**src/rtl/pipelined_adder.sv**
```systemverilog
`default_nettype none
// =============================================================================
// Module   : pipelined_adder
// Summary  : Segmented adder. Each stage adds one SEGMENT-bit slice. Stages
//            pass valid/ready flow control with a single global advance.
//            The optional macro PIPELINED_ADDER_OVERFLOW_EN adds the signed
//            Overflow output.
// Revision : 1.0 - initial release
// =============================================================================
module pipelined_adder #(
  parameter int WIDTH   = 32,
  parameter int SEGMENT = 8
) (
  input  logic             Clock,
  input  logic             ResetN,
  input  logic [WIDTH-1:0] A,
  input  logic [WIDTH-1:0] B,
  input  logic             CarryIN,
  input  logic             InValid,
  output logic             InReady,
  output logic [WIDTH-1:0] Sum,
  output logic             CarryOUT,
  output logic             OutValid,
  input  logic             OutReady
`ifdef PIPELINED_ADDER_OVERFLOW_EN
  ,
  output logic             Overflow
`endif
);

  localparam int STAGES = WIDTH / SEGMENT;

  logic             r_vld [STAGES];
  logic             r_c   [STAGES];
  logic [WIDTH-1:0] r_a   [STAGES];
  logic [WIDTH-1:0] r_b   [STAGES];
  logic [WIDTH-1:0] r_s   [STAGES];
  logic             w_adv;

  // One advance signal moves the whole pipe, so a full pipe drains at line rate.
  assign w_adv    = OutReady | ~r_vld[STAGES-1];
  assign InReady  = w_adv;
  assign OutValid = r_vld[STAGES-1];
  assign Sum      = r_s[STAGES-1];
  assign CarryOUT = r_c[STAGES-1];

  for (genvar k = 0; k < STAGES; k++) begin : g_stage
    logic [WIDTH-1:0] w_a;
    logic [WIDTH-1:0] w_b;
    logic [WIDTH-1:0] w_s_in;
    logic [WIDTH-1:0] w_s_nxt;
    logic             w_c_in;
    logic             w_v_in;
    logic [SEGMENT:0] w_seg;

    if (k == 0) begin : g_first
      assign w_a    = A;
      assign w_b    = B;
      assign w_s_in = '0;
      assign w_c_in = CarryIN;
      assign w_v_in = InValid;
    end else begin : g_next
      assign w_a    = r_a[k-1];
      assign w_b    = r_b[k-1];
      assign w_s_in = r_s[k-1];
      assign w_c_in = r_c[k-1];
      assign w_v_in = r_vld[k-1];
    end

    assign w_seg = {1'b0, w_a[k*SEGMENT +: SEGMENT]}
                 + {1'b0, w_b[k*SEGMENT +: SEGMENT]}
                 + {{SEGMENT{1'b0}}, w_c_in};

    always_comb begin
      w_s_nxt = w_s_in;
      w_s_nxt[k*SEGMENT +: SEGMENT] = w_seg[SEGMENT-1:0];
    end

    always_ff @(posedge Clock or negedge ResetN) begin
      if (!ResetN) begin
        r_vld[k] <= 1'b0;
        r_c[k]   <= 1'b0;
        r_a[k]   <= '0;
        r_b[k]   <= '0;
        r_s[k]   <= '0;
      end else if (w_adv) begin
        r_vld[k] <= w_v_in;
        r_c[k]   <= w_seg[SEGMENT];
        r_a[k]   <= w_a;
        r_b[k]   <= w_b;
        r_s[k]   <= w_s_nxt;
      end
    end

`ifdef PIPELINED_ADDER_OVERFLOW_EN
    if (k == STAGES - 1) begin : g_ovf
      logic r_ovf;
      // Like-signed operands producing an opposite-signed sum: this matches
      // carry-into-MSB XOR carry-out-of-MSB.
      always_ff @(posedge Clock or negedge ResetN) begin
        if (!ResetN) begin
          r_ovf <= 1'b0;
        end else if (w_adv) begin
          r_ovf <= (w_a[WIDTH-1] == w_b[WIDTH-1]) && (w_s_nxt[WIDTH-1] != w_a[WIDTH-1]);
        end
      end
      assign Overflow = r_ovf;
    end
`endif
  end

endmodule
`default_nettype wire

```
**config.mk**
```make
export PLATFORM = sky130hd
export DESIGN_NAME = pipelined_adder
export DESIGN_NICKNAME = d
export VERILOG_FILES = /design/src/rtl/pipelined_adder.sv
export SDC_FILE = /design/constraint.sdc
export NUM_CORES = 1
export LEC_CHECK = 0
export ABC_CLOCK_PERIOD_IN_PS = 2670
export CAP_MARGIN = 15
export CORE_MARGIN = 1
export CORE_UTILIZATION = 45
export CTS_CLUSTER_DIAMETER = 40
export DETAILED_ROUTE_END_ITERATION = 6
export PLACE_DENSITY_LB_ADDON = 0.05
export SYNTH_ARGS = -nofsm -noshare
export SYNTH_HDL_FRONTEND = slang
export SYNTH_SLANG_ARGS = --single-unit
export TNS_END_PERCENT = 50
```
**constraint.sdc**
```tcl
create_clock -name Clock -period 2.67 [get_ports Clock]
set_clock_uncertainty 0.05 [all_clocks]
set_input_delay 0.4005 -clock Clock [delete_from_list [all_inputs] [get_ports Clock]]
set_output_delay 0.4005 -clock Clock [all_outputs]
set_load 0.02 [all_outputs]
```
==> results of run 1 <==
## per-stage QoR
stage	hold WS, ps	TNS (ps)	instance area, um2
floorplan	54.9	0	8050
global placement	347	-28.8	9300
detailed placement	347	-88.3	9300
CTS	419	0	9880
global route	434	0	9880
finish	413	0	9880
## area by class of cell
class	instances	area share, %
clock inverters	11	1.24
repair buffers	114	12.0
clock buffers	21	4.56
flip-flops and latches	184	46.6
inverters	8	0.329
multi-input cells	664	32.5
well taps	225	2.85
## layer usage
| layer | GRT usage (%) | part of all wire, % | vias up |
|---|---|---|---|
| met5 | 0 | 0 | - |
| met4 | 5.93 | 1.5 | 0 |
| met3 | 4.49 | 4.0 | 14 |
| met2 | 27.1 | 44 | 118 |
| met1 | 25.2 | 50 | 2748 |
| li1 | - | - | 3029 |
## cell usage in the layout, fill, tap and decap left out, types with 4 or more instances in the layout
master                            count
sky130_fd_sc_hd__a31oi_1              4
sky130_fd_sc_hd__o21bai_1             4
sky130_fd_sc_hd__clkbuf_16           17
sky130_fd_sc_hd__a211oi_1            10
sky130_fd_sc_hd__a21oi_1             15
sky130_fd_sc_hd__ha_1                28
sky130_fd_sc_hd__clkinvlp_4           4
sky130_fd_sc_hd__buf_4                5
sky130_fd_sc_hd__nor2_1              11
sky130_fd_sc_hd__a21o_1               6
sky130_fd_sc_hd__inv_1                7
sky130_fd_sc_hd__dfrtp_1            184
sky130_fd_sc_hd__buf_12               5
sky130_fd_sc_hd__nand2_1            485
sky130_fd_sc_hd__o21ai_0             41
sky130_fd_sc_hd__nor3_1              13
sky130_fd_sc_hd__clkdlybuf4s50_1    102
sky130_fd_sc_hd__xor2_1              12
sky130_fd_sc_hd__o211ai_1             6
sky130_fd_sc_hd__fa_1                 8
sky130_fd_sc_hd__nand2b_1             4
sky130_fd_sc_hd__or3_1                4
## critical path, delay by kind of cell (launching register included)
| kind | cells | cell delay (ps) |
|---|---|---|
| adder cells (fa/ha/maj) | 2 | 930 |
| AO/OA/AOI/OAI | 4 | 710 |
| XOR/XNOR | 1 | 150 |
| flip-flops | 1 | 400 |
## kinds of logic after synthesis
logic type      count (synthesis)  synth area share, %
compound gates                 90                 6.65
xor+xnor                       15                 1.63
fa+ha+maj                      36                 6.34
buf+inv                        49                 3.08
flops                         184                 57.2
simple gates                  523                 25.1
## where the power goes
part	total, mW	internal, mW	switching, mW
clock network	2.43	1.40	1.03
registers	4.66	4.00	0.662
logic	4.36	1.90	2.46
## timing repair
| item | 4_1_cts | 5_1_grt |
|---|---|---|
| hold endpoints to repair | 54 | 0 |
| hold buffers | 1 | 0 |
| resized for setup | 0 | 0 |
## registers in the layout, summed over array words and instances, names as in the netlist
register	cells
OutValid	1
g_stage.w_c_in	3
CarryOUT	1
g_stage.w_b	48
Sum	32
g_stage.w_a	48
g_stage.w_s_in	48
g_stage.w_v_in	3
## how the worst max path moves through the flow
| stage | start | endpoint | cells after the start |
|---|---|---|---|
| finish | g_stage[3].w_a[24] | Sum[30] | 7 |
| global placement | A[0] | g_stage[1].w_s_in[6] | 8 |
| floorplan | A[0] | g_stage[1].w_s_in[6] | 7 |
| detailed placement | A[0] | g_stage[1].w_s_in[6] | 8 |
| global route | g_stage[3].w_a[24] | Sum[30] | 7 |
| CTS | g_stage[3].w_a[24] | Sum[30] | 7 |
==> results.md, run 1 <==
- Final #Nets: roughly 1100
- Total overflow reported by the global router: 0
- Overall die area: 0.0184 mm2
- Worst reg2reg endpoint: Sum[30]
- FF+latch count, synth: 184
- Final cell count without fillers: 1227
- Detail-routed via count per cell: between 4 and 5
- PwrDens: 1160 mW/mm2
- Clock transition at the registers of the reported paths: 60 ps
- Share of the core filled with cells in the final layout: 56.9%
- Mean routed wirelength per cell: 12.4 um
- Worst path arrival time: 2590 ps
- Remaining design rule violation count: 0
- Area overhead of the layout relative to synthesis: 22.7%
- Peak ir drop on the vdd network: 0.646 mV
- Vias in the first global route: 5520
- Antenna diodes: 0
- Core area: 0.0174 mm2
- Worst setup slack after layout: between 300 and 400 ps
- Number of enable flip-flop cells after synthesis: 0
- # IOs: 104
- Number of endpoints with negative hold slack in the final report: 0
- Number of pins with negative max-slew slack in the final report: 0
- 1st-iter DRT viols: ~240
- Total number of vias: about 6000
- Final Routed Wirelength: 15300 um
- First-pass GRT wire length: 26000 um
- Final RePlAce weighted congestion: about 0.79
- Setup violations, final: 0
- Count of max-cap constraint violations: 0
- Worst slack at placement: -82.3 ps
- Library cell contributing the largest single delay on the critical path: sky130_fd_sc_hd__fa_1
- Share of flip-flops with an asynchronous set or reset: 100%
- Post-synthesis sequential area ratio: between 50 and 60%
- Library cell with the highest instance count after synthesis: sky130_fd_sc_hd__nand2_1
- Vertical die dimension: 136 um
- Number of synthesis warnings: 0
- Minimum period implied by the final worst setup slack: 2360 ps
- FF-to-FF setup slack: 310 ps
- Run status: complete, no violations
- Delay contributed by the slowest stage of the critical path: 490 ps
- Instance count of the mapped netlist: 897
- Worst R2R Start: g_stage[3].w_a[24]
- HPWL after detailed placement: around 10000 um
- Worst skew pair latency: 420 ps
- Sum of internal, switching and leakage power: 11.5 mW
- Clock tree from TritonCTS: built
- Tcrit/Tclk final: between 80% and 90%
- Area occupied by registers: 0.00460 mm2
- Antenna violations before repair: 0
- Number of buffers inserted during clock tree synthesis: 17
- Tot GR Track Use: 17.9%
- Most used flip-flop cell after synthesis: sky130_fd_sc_hd__dfrtp_1
- Cell type with the highest aggregate area in the netlist: sky130_fd_sc_hd__dfrtp_1
- Depth of the worst register-to-register path: 7
- Unique cell type count in the Yosys netlist: 30
- Final antenna-violating net count: 0
- Category of the worst setup path capture point: flip-flop
- Number of inserted filler cells in the final layout: between 1500 and 2000
- Slew headroom: 66.4%
- Data required, critical path: 2900 ps
- Synthesized Nets: 1002
- Commonest cells in the netlist: 485 x sky130_fd_sc_hd__nand2_1, 184 x sky130_fd_sc_hd__dfrtp_1, 41 x sky130_fd_sc_hd__o21ai_0
- Kind of path behind the tightest hold check: reg2reg
- Max Clock Freq: 424 MHz
- Worst Setup Start Kind: flip-flop
- Share of cells above drive strength 1: 4.39%
- CP Max Fanout: 3
- Actual transition at the worst max-transition pin: 504 ps
- Unrepaired setup endpoints after global routing: no
- Number of instances on the worst hold path: 2
- TritonCTS Sinks: 184
- Number of instances in the placed design: 1194
- CTS H-Tree Depth: 4
- Count of standard-cell rows: 48
- Critical path cell sequence: fa_1 -> fa_1 -> a21oi_1 -> o211ai_1 -> a21oi_1 -> xor2_1 -> o21ai_0
- Maximum number of pins on one net before global-route repair: ~120
- Share of the synthesized area in the top cell type: 57.2%
- Synthesized area per cell: 8.98 um2
- Number of post-CTS setup repair buffers: 0
- Synthesized area: 0.00805 mm2
- Dominant cells by area after synthesis: sky130_fd_sc_hd__dfrtp_1 57%, sky130_fd_sc_hd__nand2_1 23%, sky130_fd_sc_hd__ha_1 4.4%
- Total area of multi-input combinational cells: between 0.003 and 0.004 mm2
- Number of optimization iterations in the first detailed-route pass: 4
- Crit Path Category: reg2reg
- Worst Hold Path EP: Sum[5]
- Leak pwr: between 4 and 5 nW
- Max Buffers Root-to-Sink: 2
- Root cell of the clock tree: sky130_fd_sc_hd__clkbuf_16
- Hold path startpoint: Sum[5]
- Buffers on Ports: 103
- Initial core utilization: 46.4%
- Width of the chip: 136 um
(Power assumes the default switching activity.)
==> run 2: changes to the inputs <==
--- a/config.mk
+++ b/config.mk
@@ -6,7 +6,7 @@
 export NUM_CORES = 1
 export LEC_CHECK = 0
 export ABC_CLOCK_PERIOD_IN_PS = 2670
-export CAP_MARGIN = 15
+export CAP_MARGIN = 30
 export CORE_MARGIN = 1
 export CORE_UTILIZATION = 45
 export CTS_CLUSTER_DIAMETER = 40
==> constraint.sdc (replaced) <==
create_clock -name Clock -period 2.67 [get_ports Clock]
set_clock_uncertainty 0.05 [all_clocks]
set_input_delay 0.4005 -clock Clock [delete_from_list [all_inputs] [get_ports Clock]]
set_output_delay 0.4005 -clock Clock [all_outputs]
set_load 0.005 [all_outputs]
==> run 2 against run 1 <==
  * Clock-buffer cell count increased by 2
  * Hold slack got worse by 3.1 ps
  * Clock power increased by 8%
  * Sequential power about the same
  * Critical path depth unchanged
  * Wire length increased by 1.9%
  * Critical endpoint unchanged
==> results.md, run 2 (synthesis results as in run 1) <==
- Unrepaired setup endpoints after global routing: no
- Final antenna-violating net count: 0 (unchanged)
- Worst Setup Start Kind: flip-flop
- Leak pwr: 4.97 nW (+0.71%)
- Clock transition at the registers of the reported paths: 70 ps (about the same)
- Number of post-CTS setup repair buffers: 0 (unchanged)
- Clock tree from TritonCTS: built
- Total number of vias: 5887 (-0.37%)
- Total length of routed met2 wires: 7060 um (+4.6%)
- Overall die area: 0.0184 mm2 (unchanged)
- Share of cells above drive strength 1: 4.68% (+0.29 points)
- Slew headroom: 63.8% (-2.6 points)
- Vias in the first global route: 5666 (+2.6%)
- Worst R2R Start: g_stage[3].w_a[24]
- Max Clock Freq: 430 MHz (+1.4%)
- Tot GR Track Use: 18.7% (+0.72 points)
- Crit Path Category: reg2reg
- Family with the most delay on the worst path: adder cells
- Library cell contributing the largest single delay on the critical path: sky130_fd_sc_hd__fa_1
- Total stage count of the critical path: 7 (unchanged)
- Worst reg2reg endpoint: Sum[30]
- Antenna diodes: 0 (unchanged)
- Number of pins with negative max-slew slack in the final report: 0 (unchanged)
- Count of max-cap constraint violations: 0 (unchanged)
- Highest metal layer with signal wires: met4
- Actual transition at the worst max-transition pin: 543 ps (+38.8 ps)
- Antenna violations before repair: 0 (unchanged)
- Routed wl met3: 570 um (-7.6%)
- Number of buffers inserted during clock tree synthesis: 17 (unchanged)
- Initial core utilization: 46.4% (unchanged)
- Final cell count without fillers: 1229 (+0.16%)
- Category of the worst setup path capture point: flip-flop
- Mean routed wirelength per cell: 12.7 um (+1.8%)
- Share of the core filled with cells in the final layout: 57.3% (+0.40 points)
- Total overflow reported by the global router: 0 (unchanged)
- HPWL after detailed placement: 10400 um (+3.1%)
- Number of optimization iterations in the first detailed-route pass: 4 (unchanged)
- Final Routed Wirelength: 15600 um (+1.9%)
- Root cell of the clock tree: sky130_fd_sc_hd__clkbuf_16
- Worst skew pair latency: 420 ps (about the same)
- Number of instances on the worst hold path: 2 (unchanged)
- 1st-iter DRT viols: 253 (+3.7%)
- Worst path arrival time: 2570 ps (-20 ps)
- Final #Nets: 1096 (+0.18%)
- Worst slack at placement: -59.7 ps (+22.6 ps)
- Delay contributed by the slowest stage of the critical path: 490 ps (about the same)
- Remaining design rule violation count: 0 (unchanged)
- PwrDens: 1140 mW/mm2 (-1.4%)
- Area overhead of the layout relative to synthesis: 23.6%
- Hold path startpoint: g_stage[3].w_v_in
- Setup total negative slack: 0 ps (unchanged)
- Width of the chip: 136 um (unchanged)
- Core area: 0.0174 mm2 (unchanged)
- Buffer and inverter count on the worst path: 0 (unchanged)
- CP Max Fanout: 3 (unchanged)
- Endpoint of the worst setup timing path: Sum[30]
- Minimum period implied by the final worst setup slack: 2330 ps (-33.5 ps)
- Depth of the worst register-to-register path: 7 (unchanged)
- Max Buffers Root-to-Sink: 2 (unchanged)
- WL met1: 7710 um (+0.67%)
- Data required, critical path: 2910 ps (about the same)
- Count of standard-cell rows: 48 (unchanged)
- FF-to-FF setup slack: 340 ps (+30 ps)
- Critical Path Source: g_stage[3].w_a[24]
- Leading cell types in the layout, fill and taps excluded: 485 x sky130_fd_sc_hd__nand2_1, 184 x sky130_fd_sc_hd__dfrtp_1, 102 x sky130_fd_sc_hd__clkdlybuf4s50_1, 41 x sky130_fd_sc_hd__o21ai_0, 28 x sky130_fd_sc_hd__ha_1
- Most frequent standard cell in the layout excluding fill and tap cells: sky130_fd_sc_hd__nand2_1
- Final RePlAce weighted congestion: 0.798 (+0.69%)
- TritonCTS Sinks: 184 (unchanged)
- Run status: complete, no violations
- First-pass GRT wire length: 26900 um (+3.2%)
- Vertical die dimension: 136 um (unchanged)
- Number of endpoints with negative hold slack in the final report: 0 (unchanged)
- Worst setup slack after layout: 344 ps (+33.5 ps)
- Kind of path behind the tightest hold check: reg2reg
- Tcrit/Tclk final: 87.1% (-1.3 points)
- Buffers on Ports: 103 (unchanged)
- Setup violations, final: 0 (unchanged)
- Critical path cell sequence: fa_1 -> fa_1 -> a21oi_1 -> o211ai_1 -> a21oi_1 -> xor2_1 -> o21ai_0
- CTS H-Tree Depth: 4 (unchanged)
- # IOs: 104 (unchanged)
- Peak ir drop on the vdd network: 0.498 mV (-23%)
- Detail-routed via count per cell: 4.79 (-0.53%)
- Maximum number of pins on one net before global-route repair: 125 (+1.6%)
- Number of instances in the placed design: 1196 (+0.17%)
- Worst hold slack across all endpoints: 410 ps (-3.12 ps)
[run 2: cell types whose count changed in the layout (fill, tap and decap cells not counted), sizes merged]
cell	delta
buf	+2
clkbuf	+2
bufinv	+1
clkinvlp	-1
clkinv	-2
[run 2: routing by layer]
layer | GRT usage, % | up-vias
met5 | 0 | -
met2 | 29.4 | 96
met3 | 3.55 | 17
met1 | 25.6 | 2723
li1 | - | 3051
met4 | 6.80 | 0
[run 2: worst min path at each step]
stage	endpoint	slack (ps)
5_1_grt	g_stage[3].w_s_in[7]	430
6_report	g_stage[3].w_v_in	410
4_1_cts	g_stage[3].w_v_in	410
2_1_floorplan	CarryOUT	50
3_5_place_dp	Sum[10]	370
3_3_place_gp	Sum[10]	370
[run 2: power by group]
group / switching [mW] / internal (mW) / leakage, nW
clock network: 1.04 / 1.58 / 0.296
logic: 2.17 / 1.91 / 2.45
registers: 0.671 / 4.00 / 2.23
total: 3.89 / 7.48 / 4.97
[run 2: metrics by stage]
| step | total power, mW | instance area [um2] |
|---|---|---|
| finish | 11.4 | 9950 |
| global route | 12.4 | 9950 |
| CTS | 11.6 | 9950 |
| detailed placement | 8.87 | 9310 |
| global placement | 8.76 | 9310 |
| floorplan | 7.39 | 8050 |
[run 2: layout make-up]
type | count | area [um2]
Timing Repair Buffer | 116 | 1200
Sequential cell | 184 | 4600
Clock buffer | 23 | 488
Fill cell | 1593 | 7410
Tap cell | 225 | 282
Multi-Input combinational cell | 664 | 3210
Clock inverter | 9 | 139
Inverter | 8 | 32.5
[run 2: tightest hold or removal path: stages (launching register included)]
cell                      delay, ps
sky130_fd_sc_hd__dfrtp_1        340
sky130_fd_sc_hd__nand2_1         50
sky130_fd_sc_hd__nand2_1         50
[run 2: repair_timing]
item / CTS / global route
hold endpoints to repair: 58 / 0
gates resized for setup: 0 / 0
hold buffers: 1 / 0
